===== src/rtl/alu_seq_pkg.sv =====
// Shared definitions for the ALU sequencer:
// opcodes, FSM states and instruction field positions.
package alu_seq_pkg;

  typedef enum logic [1:0] {
    S_IDLE  = 2'd0,
    S_ISSUE = 2'd1,
    S_RESP  = 2'd2
  } state_e;

  localparam logic [3:0] OP_ADD  = 4'h0;
  localparam logic [3:0] OP_SUB  = 4'h1;
  localparam logic [3:0] OP_AND  = 4'h2;
  localparam logic [3:0] OP_OR   = 4'h3;
  localparam logic [3:0] OP_NOTA = 4'h4;
  localparam logic [3:0] OP_NAND = 4'h5;
  localparam logic [3:0] OP_SHL  = 4'h6;
  localparam logic [3:0] OP_SHR  = 4'h7;
  localparam logic [3:0] OP_XOR  = 4'h8;
  localparam logic [3:0] OP_XNOR = 4'h9;
  localparam logic [3:0] OP_LDI  = 4'hA;
  localparam logic [3:0] OP_MOV  = 4'hB;
  localparam logic [3:0] OP_NONE = 4'hF;

  localparam int OP_LO  = 8;
  localparam int RD_LO  = 6;
  localparam int RS1_LO = 4;
  localparam int RS2_LO = 0;
  localparam int IMM_LO = 0;
  localparam int IW     = 12;

  function automatic logic is_alu_op(logic [3:0] op);
    return op <= OP_XNOR;
  endfunction

  function automatic logic is_legal_op(logic [3:0] op);
    return op <= OP_MOV;
  endfunction

endpackage


===== src/rtl/seq_regfile.sv =====
// Register file: two async read ports,
// one sync write port, cleared on reset.
module seq_regfile #(
  parameter int DW   = 4,
  parameter int NREG = 4,
  parameter int AW   = $clog2(NREG)
) (
  input  logic          clk,
  input  logic          rst_n,
  input  logic [AW-1:0] ra_a_i,
  input  logic [AW-1:0] ra_b_i,
  output logic [DW-1:0] rd_a_o,
  output logic [DW-1:0] rd_b_o,
  input  logic          we_i,
  input  logic [AW-1:0] wa_i,
  input  logic [DW-1:0] wd_i
);

  logic [DW-1:0] mem_q [NREG];

  assign rd_a_o = mem_q[ra_a_i];
  assign rd_b_o = mem_q[ra_b_i];

  always_ff @(posedge clk or negedge rst_n) begin
    if (!rst_n) begin
      for (int i = 0; i < NREG; i++) mem_q[i] <= '0;
    end else if (we_i) begin
      mem_q[wa_i] <= wd_i;
    end
  end

endmodule


===== src/rtl/alu_sequencer.sv =====
// Three-state instruction sequencer around an
// external ALU with a small register file.
module alu_sequencer
  import alu_seq_pkg::*;
#(
  parameter int DW   = 4,
  parameter int NREG = 4
) (
  input  logic          clk,
  input  logic          rst_n,
  input  logic          instr_valid,
  output logic          instr_ready,
  input  logic [11:0]   instr,
  output logic          res_valid,
  input  logic          res_ready,
  output logic [DW-1:0] res_data,
  output logic [2:0]    res_flags,
  output logic          res_err,
  output logic [3:0]    alu_sel,
  output logic [DW-1:0] alu_a,
  output logic [DW-1:0] alu_b,
  input  logic [DW-1:0] alu_y,
  input  logic          alu_c,
  input  logic          alu_z,
  input  logic          alu_n
);

  localparam int AW = $clog2(NREG);

  state_e        state_q;
  logic [IW-1:0] instr_q;
  logic [DW-1:0] data_q;
  logic [2:0]    flags_q;
  logic          err_q;

  logic [3:0]    op;
  logic [AW-1:0] rd, rs1, rs2;
  logic [DW-1:0] imm;
  logic [DW-1:0] rdata_a, rdata_b;
  logic [DW-1:0] wdata;
  logic          alu_op, legal, issue, we;

  assign op  = instr_q[OP_LO +: 4];
  assign rd  = instr_q[RD_LO +: AW];
  assign rs1 = instr_q[RS1_LO +: AW];
  assign rs2 = instr_q[RS2_LO +: AW];
  assign imm = DW'(instr_q[IMM_LO +: 4]);

  assign alu_op = is_alu_op(op);
  assign legal  = is_legal_op(op);
  assign issue  = (state_q == S_ISSUE);
  assign we     = issue && legal;

  seq_regfile #(
    .DW  (DW),
    .NREG(NREG)
  ) u_rf (
    .clk   (clk),
    .rst_n (rst_n),
    .ra_a_i(rs1),
    .ra_b_i(rs2),
    .rd_a_o(rdata_a),
    .rd_b_o(rdata_b),
    .we_i  (we),
    .wa_i  (rd),
    .wd_i  (wdata)
  );

  // Illegal ops fall through to zero data.
  always_comb begin
    wdata = '0;
    unique case (1'b1)
      alu_op:         wdata = alu_y;
      (op == OP_LDI): wdata = imm;
      (op == OP_MOV): wdata = rdata_a;
      default:        wdata = '0;
    endcase
  end

  assign alu_sel = (issue && alu_op) ? op : OP_NONE;
  assign alu_a   = (issue && alu_op) ? rdata_a : '0;
  assign alu_b   = (issue && alu_op) ? rdata_b : '0;

  assign instr_ready = (state_q == S_IDLE);
  assign res_valid   = (state_q == S_RESP);
  assign res_data    = data_q;
  assign res_flags   = flags_q;
  assign res_err     = err_q;

  always_ff @(posedge clk or negedge rst_n) begin
    if (!rst_n) begin
      state_q <= S_IDLE;
      instr_q <= '0;
      data_q  <= '0;
      flags_q <= '0;
      err_q   <= 1'b0;
    end else begin
      unique case (state_q)
        S_IDLE: begin
          if (instr_valid) begin
            instr_q <= instr;
            state_q <= S_ISSUE;
          end
        end
        S_ISSUE: begin
          data_q  <= wdata;
          err_q   <= !legal;
          if (alu_op) flags_q <= {alu_c, alu_z, alu_n};
          state_q <= S_RESP;
        end
        S_RESP: begin
          if (res_ready) state_q <= S_IDLE;
        end
        default: state_q <= S_IDLE;
      endcase
    end
  end

endmodule


===== config.mk =====
export PLATFORM = sky130hd
export DESIGN_NAME = alu_sequencer
export DESIGN_NICKNAME = d
export VERILOG_FILES = /design/src/rtl/alu_seq_pkg.sv /design/src/rtl/seq_regfile.sv /design/src/rtl/alu_sequencer.sv
export SDC_FILE = /design/constraint.sdc
export NUM_CORES = 1
export LEC_CHECK = 0
export CAP_MARGIN = 20
export CELL_PAD_IN_SITES_DETAIL_PLACEMENT = 0
export CELL_PAD_IN_SITES_GLOBAL_PLACEMENT = 1
export CORE_ASPECT_RATIO = 1.25
export CORE_MARGIN = 4
export CORE_UTILIZATION = 35
export DETAILED_ROUTE_END_ITERATION = 6
export PLACE_DENSITY_LB_ADDON = 0.1
export SETUP_SLACK_MARGIN = 0.4
export SLEW_MARGIN = 20
export SYNTH_ARGS = -nofsm -noshare
export SYNTH_HDL_FRONTEND = slang
export SYNTH_SLANG_ARGS = --single-unit

===== constraint.sdc =====
create_clock -name clk -period 3.3 [get_ports clk]
set_clock_uncertainty 0.15 [all_clocks]
set_input_delay 0.825 -clock clk [delete_from_list [all_inputs] [get_ports clk]]
set_output_delay 0.825 -clock clk [all_outputs]
set_load 0.01 [all_outputs]

# After elaboration in Yosys (flattened, before gate mapping)
# Cells that the tools add are included.
# op_classes
shifts	0
div	0
muxes	16
addsub	0
eq_ne	6
order_cmp	6
mul	0
reduce_logical	8
bitwise	3
# op_table
op	count
$mux W4	8
$bmux W4 S2	2
$bwmux W16	1
$pmux W4 S3	1
$ge A3 B3 Y1 const B	3
$not A2 Y3	3
$demux W4 S2	1
$eq A4 B4 Y1 const B	2
$le A4 B4 Y1 const B	2
$pmux W2 S3	1
$reduce_and A2 Y1	3
$mux W2	2
$logic_and A1 B1 Y1	3
$lt A3 B1 Y1 const B	1
$eq A2 B1 Y1 const B	1
$eq A2 B2 Y1 const B	1
$logic_not A2 Y1	1
$ne A2 B1 Y1 const B	1
$ne A2 B2 Y1 const B	1
$logic_not A1 Y1	1
# totals
latchBits	0
inputBits	23
romBits	0
memories	0
ff_bits	38
word_cells	48
mem_bits_rw	0
out_inout_bits	22

# Depth between registers and ports, before layout
# Gate-level depths: netlist (run 1).
# depth
word_depth	6
mapped_depth	5
mapped_depth_nobuf	3

# Modules after synthesis
# A second synthesis (run 1) with hierarchy kept.
# unflattened
cells_unflattened	141
hier_area_um2	1941.9
# by_module_without_submodules
mod	instances	area_each_um2	cells_each
alu_sequencer	1	1134.8	97
seq_regfile	1	807.0	44

# Worst setup path after synthesis (run 1)
# Ideal clock, no wire load.
# synth_path
path_type	flip-flop to output port
from	register instr_q[4]
to	output port alu_a[0]
arrival_time_ps	1259
required_ps	2325
path_stages_with_launch	3
slack_ps	1066
cell_sequence	dfrtp_1 -> mux4_2 -> and3_2
# synth_via
elab_chain_cells	5
# synth_lines
element	line	source
start, declared	alu_sequencer.sv:31	logic [IW-1:0] instr_q;
start signal, assigned	alu_sequencer.sv:101	instr_q <= instr;
$not A2 Y3 (implied by the code)	seq_regfile.sv:21	assign rd_a_o = mem_q[ra_a_i];
$bmux W4 S2	seq_regfile.sv:21	
$mux W4 (implied by the code) (2 in series)	seq_regfile.sv:21	
$mux W4	alu_sequencer.sv:81	assign alu_a = (issue && alu_op) ? rdata_a : '0;
end, declared	alu_sequencer.sv:20	output logic [DW-1:0] alu_a,
# Every way passes these cells. The select of a mux whose other input is x is not followed.

# Final worst setup path (run 1)
# layout_path
from	register instr_q[4]
to	output port alu_a[3]
# The elaborated chain is that of the path after synthesis.

==> impl_metrics.csv, run 1 <==
group,metric,value,unit
finish,mostFrequentLayoutCells,"a31oi_1 (36), clkdlybuf4s50_1 (36), dfrtp_1 (35)",
timing,hold_violations,0,
clocking,cts-root-buf,"clkbuf_8",
synth,yosys_warnings,0,
finish,fin_area,2614,sq um
grt,antenna_found_initial,0,
detailed_routing,wire_per_inst,19.22,microns
clocking,clockBufferDepth,2,
detailed_routing,drc,0,
synth,syn_area,1936,sq um
detailed_routing,routed_wl,5306,microns
detailed_routing,ant_nets,0,
power,p_leak,1.120,nW
critical_path,reg2reg_slack,1.48,ns
detailed_routing,vias,1607,
die,boundaryPins,45,
die,start_util,35.81,%
clocking,htreeDepth,2,
grt,grt_pass1_wl,8390,microns
power,sequentialPowerShare,35.1,%
critical_path,cp.required,2.32,ns
critical_path,crit_end,"alu_a[3]",
finish,antenna_cells,0,
placed_design,gp_congestion,0.8703,
timing,setup_viol,0,
finish,fin_cells,276,
clocking,clock_latency,0.29,ns
placed_design,numPortBuffers,44,
timing,rsz0062_at_grt,"false",
synth,synth_cell_types,27,
power,powerDensity,991.1,nW/um^2
timing,worstMarginPinSlew,0.8937,ns
grt,grt_use_total,16.68,%
finish,drive_gt1_share,25.94,%
grt,grt.overflow.total,0,
grt,grt_pass1_vias,1645,
critical_path,cp_data_arrival_time,1.85,ns
die,floorplan.rows,30,
die,core_area,5405,sq um
clocking,path_clk_slew,0.07,ns
detailed_routing,via_per_inst,5.822,
power,p_sw_share,39.03,%
power,power,2.590,mW
synth,ys_seq_elements,38,
timing,min_period,2.828,ns
synth,ys_seq_area_share,49.13,%
finish,fin_nets,236,
finish,nFillCells,504,
detailed_routing,dr.first_iter.drc_count,154,
power,vdd_ir_drop_max,0.0003889,V
timing,post-route-period-util,85.70,%
critical_path,worstSetupStartpoint,"instr_q[4]$_DFFE_PN0P_",
status,status,"completed",
placed_design,dpl.hpwl,3795,microns
critical_path,r2r_cells,5,
clocking,cts_tree,"yes",
timing,max_slew_margin,40.42,%
clocking,cts_hold_buf,0,
clocking,numCtsBuffers,5,
hold_path,min_path_type,"register to register",
placed_design,place_area,2430,sq um
grt,grt_max_degree,39,
die,die_height,91.15,microns
timing,fmax,353.6,MHz
job,drv_cap,0,
power,p_int,1.579,mW
critical_path,rr_startpoint,"instr_q[4]$_DFFE_PN0P_",
synth,syn_nets,181,
clocking,clkSinkCount,38,
power,power_frac_comb,52.7,%
detailed_routing,dr.pass1.iters,4,
critical_path,startpoint_type,"register",
timing,slew_viol_final,0,
synth,synthCells,158,
critical_path,crit_type,"register to output pin",
die,die_area,6792,sq um
synth,avgSynthCellArea,12.25,sq um
timing,finalSetupTns,0,ns
critical_path,critPathCaptureType,"output pin",
finish,final_util,48.36,%
die,die_w,74.52,microns
critical_path,r2r_end,"u_rf.mem_q[2]$_DFFE_PN0P_",
finish,area_growth,35.04,%
placed_design,placedCellCount,260,
power,clkPwrFrac,12.2,%
critical_path,crit_path_max_fanout,4,
power,p_sw,1.011,mW
-- cells by family after synthesis --
| family | Yosys count | synth area share, % |
|---|---|---|
| AOI/OAI and AO/OA | 47 | 17.78 |
| and+or+nand+nor | 39 | 12.28 |
| DFF | 38 | 49.13 |
| muxes | 23 | 18.03 |
| buffers and inverters | 11 | 2.779 |
-- through the flow --
stage                     hold slack, ns  setup slack [ns]
after floorplan                   0.3311             1.066
after global placement            0.3203            0.5241
after detailed placement          0.3298            0.5141
after CTS                         0.3470            0.3713
after global routing              0.3871            0.3918
final                             0.3387            0.4719
-- per-layer routing --
layer  part of all wire, %  wire length, microns  track usage, %  vias to the layer above
met5                     0                     0               0                        -
met4                   3.7                   195           10.53                        0
met3                   4.7                   251           3.212                       21
met2                    51                  2725           25.66                       58
met1                    40                  2133           20.93                      799
li1                      -                     -               -                      729
-- power by group through the flow --
stage,registers (mW),logic (mW),clock network [mW]
5_1_grt,0.945,1.48,0.346
4_1_cts,0.911,1.32,0.328
3_5_place_dp,0.926,1.24,0
2_1_floorplan,0.861,0.813,0
3_3_place_gp,0.919,1.22,0
6_report,0.909,1.37,0.316
-- flip-flops by register name, indices dropped and copies added, names as in the netlist --
name	count
state_q	2
res_data	4
u_rf.mem_q	16
instr_q	12
res_flags	3
res_err	1
-- critical path: stages, from the launching register on --
cell,delay [ns]
dfrtp_2,0.41
buf_4,0.14
mux4_2,0.54
and3_1,0.21
dlygate4sd2_1,0.28
-- worst min-delay path by stage --
stage | endpoint | cells after the start | start
global placement | res_err$_DFFE_PN0N_ | 2 | res_err$_DFFE_PN0N_
global route | res_flags[1]$_DFFE_PN0P_ | 1 | res_flags[1]$_DFFE_PN0P_
finish | res_flags[1]$_DFFE_PN0P_ | 1 | res_flags[1]$_DFFE_PN0P_
floorplan | instr_q[2]$_DFFE_PN0P_ | 1 | instr_q[2]$_DFFE_PN0P_
detailed placement | res_err$_DFFE_PN0N_ | 2 | res_err$_DFFE_PN0N_
CTS | res_flags[1]$_DFFE_PN0P_ | 1 | res_flags[1]$_DFFE_PN0P_
-- timing repair --
action,4_1_cts,5_1_grt
endpoints found under the hold margin,0,0
endpoints found under the setup margin,8,8
setup buffers,6,4
resized for setup,6,8
-- cells in the mapped netlist --
cell type	number	area share, %
a31oi_1	36	12
nand2_2	1	0.32
or2_2	1	0.32
nor2b_1	3	0.97
a21oi_4	4	3.4
nand3b_1	1	0.39
clkbuf_1	4	0.78
and3b_1	1	0.45
buf_2	4	1.0
and4b_4	1	0.71
o21ai_0	2	0.52
nand2_1	2	0.39
and3_2	1	0.39
mux2_2	13	7.6
nand2b_1	3	0.97
o21ai_2	1	0.45
dfrtp_1	38	49
buf_6	1	0.58
a32oi_1	4	1.8
mux2_1	2	1.2
mux4_2	8	9.3
nor2_1	7	1.4
and2_1	2	0.65
and2b_1	4	1.6
inv_1	2	0.39
and3_1	11	3.6
nand3_1	1	0.26
-- final cells by class --
cell class / count / area [sq um] / area share [%]
sequential: 38 / 954.7 / 36.52
inverter: 2 / 7.507 / 0.2872
tap: 64 / 80.08 / 3.064
timing repair buffer: 57 / 543.0 / 20.78
clock buffer: 6 / 82.58 / 3.159
multi-input combinational: 109 / 945.9 / 36.19
Note: power is estimated with default switching activity, not from simulation.
==> run 2, diff against run 1 <==
--- a/config.mk
+++ b/config.mk
@@ -12,7 +12,8 @@
 export CORE_MARGIN = 4
 export CORE_UTILIZATION = 35
 export DETAILED_ROUTE_END_ITERATION = 6
-export PLACE_DENSITY_LB_ADDON = 0.1
+export GPL_TIMING_DRIVEN = 0
+export PLACE_DENSITY = 0.69
 export SETUP_SLACK_MARGIN = 0.4
 export SLEW_MARGIN = 20
 export SYNTH_ARGS = -nofsm -noshare
==> run 2 against run 1 <==
Register-to-register slack got worse by 0.02 ns. Hold slack got worse by 0.044 ns. Worst setup slack got worse by 0.0068 ns. Design area rose by 1.8%. Wire length fell by 3.7%. Utilization rose by 0.86 points. Die area did not move. Clock power rose by 4%. Maximum frequency fell by 0.24%. Largest cell class unchanged.
==> impl_metrics.csv, run 2 (synthesis gave the netlist of run 1 again) <==
group,metric,value,unit
status,status,"completed",
finish,registers.top_by_ff_count,"u_rf.mem_q",
finish,antenna_cells,0,
timing,setup_viol,0,
timing,worstMarginPinSlew,0.5422,ns
timing,max_slew_margin,63.85,%
detailed_routing,dr.pass1.iters,4,
placed_design,placedCellCount,267,
die,start_util,35.81,%
placed_design,gp_congestion,0.9795,
finish,fin_area,2660,sq um
clocking,clockBufferDepth,2,
power,sequentialPowerShare,34.6,%
detailed_routing,wire_per_inst,18.06,microns
grt,grt_pass1_wl,8321,microns
die,die_height,91.15,microns
detailed_routing,routed_wl,5110,microns
timing,hold_violations,0,
power,clkPwrFrac,12.5,%
critical_path,critPathCaptureType,"output pin",
critical_path,crit_path_max_fanout,4,
hold_path,min_path_type,"input pin to asynchronous set/reset pin",
job,drv_cap,0,
die,die_w,74.52,microns
power,powerDensity,983.7,nW/um^2
timing,min_period,2.835,ns
timing,finalSetupTns,0,ns
grt,grt.overflow.total,0,
finish,drive_gt1_share,27.40,%
timing,rsz0062_at_grt,"true",
die,boundaryPins,45,
detailed_routing,drc,0,
critical_path,crit_type,"register to output pin",
clocking,clkSinkCount,38,
clocking,cts_tree,"yes",
clocking,clock_latency,0.29,ns
power,p_int,1.598,mW
clocking,htreeDepth,2,
power,vdd_ir_drop_max,0.0004166,V
timing,fmax,352.7,MHz
finish,final_util,49.21,%
power,p_sw,1.019,mW
grt,grt_max_degree,26,
detailed_routing,via_per_inst,5.675,
clocking,cts-root-buf,"clkbuf_8",
detailed_routing,vias,1606,
timing,post-route-period-util,85.91,%
power,power_frac_comb,52.8,%
placed_design,dpl.hpwl,3861,microns
detailed_routing,dr.first_iter.drc_count,104,
critical_path,cp_data_arrival_time,1.86,ns
finish,fin_nets,241,
clocking,path_clk_slew,0.07,ns
clocking,numCtsBuffers,5,
power,power,2.617,mW
grt,grt_pass1_vias,1640,
power,p_sw_share,38.93,%
grt,grt_use_total,16.32,%
detailed_routing,ant_nets,0,
critical_path,startpoint_type,"register",
timing,slew_viol_final,0,
critical_path,reg2reg_slack,1.46,ns
die,floorplan.rows,30,
power,p_leak,1.105,nW
critical_path,cp.required,2.32,ns
finish,fin_cells,283,
placed_design,place_area,2479,sq um
die,die_area,6792,sq um
finish,mostFrequentLayoutCells,"a31oi_1 (36), clkdlybuf4s50_1 (36), dfrtp_1 (33)",
finish,area_growth,37.43,%
grt,antenna_found_initial,0,
finish,largest_register_ffs,16,
die,core_area,5405,sq um
placed_design,numPortBuffers,44,
## run 2: cell count changes in the layout (fill, tap and decap cells not counted), moves of 2 or more
cell | previous run | this run
dfrtp_1 | 35 | 33
buf_4 | 12 | 10
dlygate4sd2_1 | 3 | 6
dlymetal6s2s_1 | 4 | 1
clkbuf_2 | 0 | 2
clkbuf_1 | 0 | 3
dfrtp_2 | 3 | 5
## run 2: power by group through the flow
stage                     logic [mW]  clock network (mW)  registers (mW)
after floorplan                0.813                   0           0.861
after global placement          1.24                   0           0.891
after detailed placement        1.27                   0           0.905
after CTS                       1.36               0.346           0.901
after global routing            1.48               0.365           0.945
final                           1.38               0.328           0.906
## run 2: final cells by class
cell class | instances | area, sq um
Inverter | 2 | 7.507
Sequential cell | 38 | 957.2
Timing Repair Buffer | 53 | 518.0
Clock inverter | 1 | 5.005
Buffer | 9 | 60.06
Clock buffer | 7 | 86.33
Fill cell | 513 | 2745
Multi-Input combinational cell | 109 | 945.9
Tap cell | 64 | 80.08
## run 2: routing by layer
metal	vias up	GRT usage, %	wire length, microns
li1	740	-	-
met1	787	19.46	1974
met3	8	4.540	354
met2	71	27.64	2706
met4	0	5.490	74
met5	-	0	0
## run 2: what timing repair did
item,CTS,global route
cloned,0,0
setup endpoints to repair,11,5
hold buffers,0,0
setup buffers,6,2
gates resized for setup,15,6
pin swaps,1,0
## run 2: final timing paths
path,endpoint,cells past startpoint,startpoint
max,alu_a[2],3,instr_q[4]$_DFFE_PN0P_
min,res_flags[0]$_DFFE_PN0P_,1,rst_n
max reg2reg,u_rf.mem_q[12]$_DFFE_PN0P_,5,instr_q[4]$_DFFE_PN0P_
min reg2reg,res_err$_DFFE_PN0N_,2,res_err$_DFFE_PN0N_
max in group asynchronous,state_q[1]$_DFFE_PN0P_,2,rst_n
min in group clk,res_err$_DFFE_PN0N_,2,res_err$_DFFE_PN0N_
## run 2: critical path: stages (launching register included)
cell and delay (ns):
dfrtp_2 0.41, mux4_2 0.51, and3_1 0.19, clkdlybuf4s50_1 0.47
## run 2: stage by stage
step,hold slack [ns],setup WS (ns)
2_1_floorplan,0.3311,1.066
3_3_place_gp,0.3245,0.3913
3_5_place_dp,0.3284,0.5017
4_1_cts,0.2965,0.4133
5_1_grt,0.3100,0.3863
6_report,0.2949,0.4651
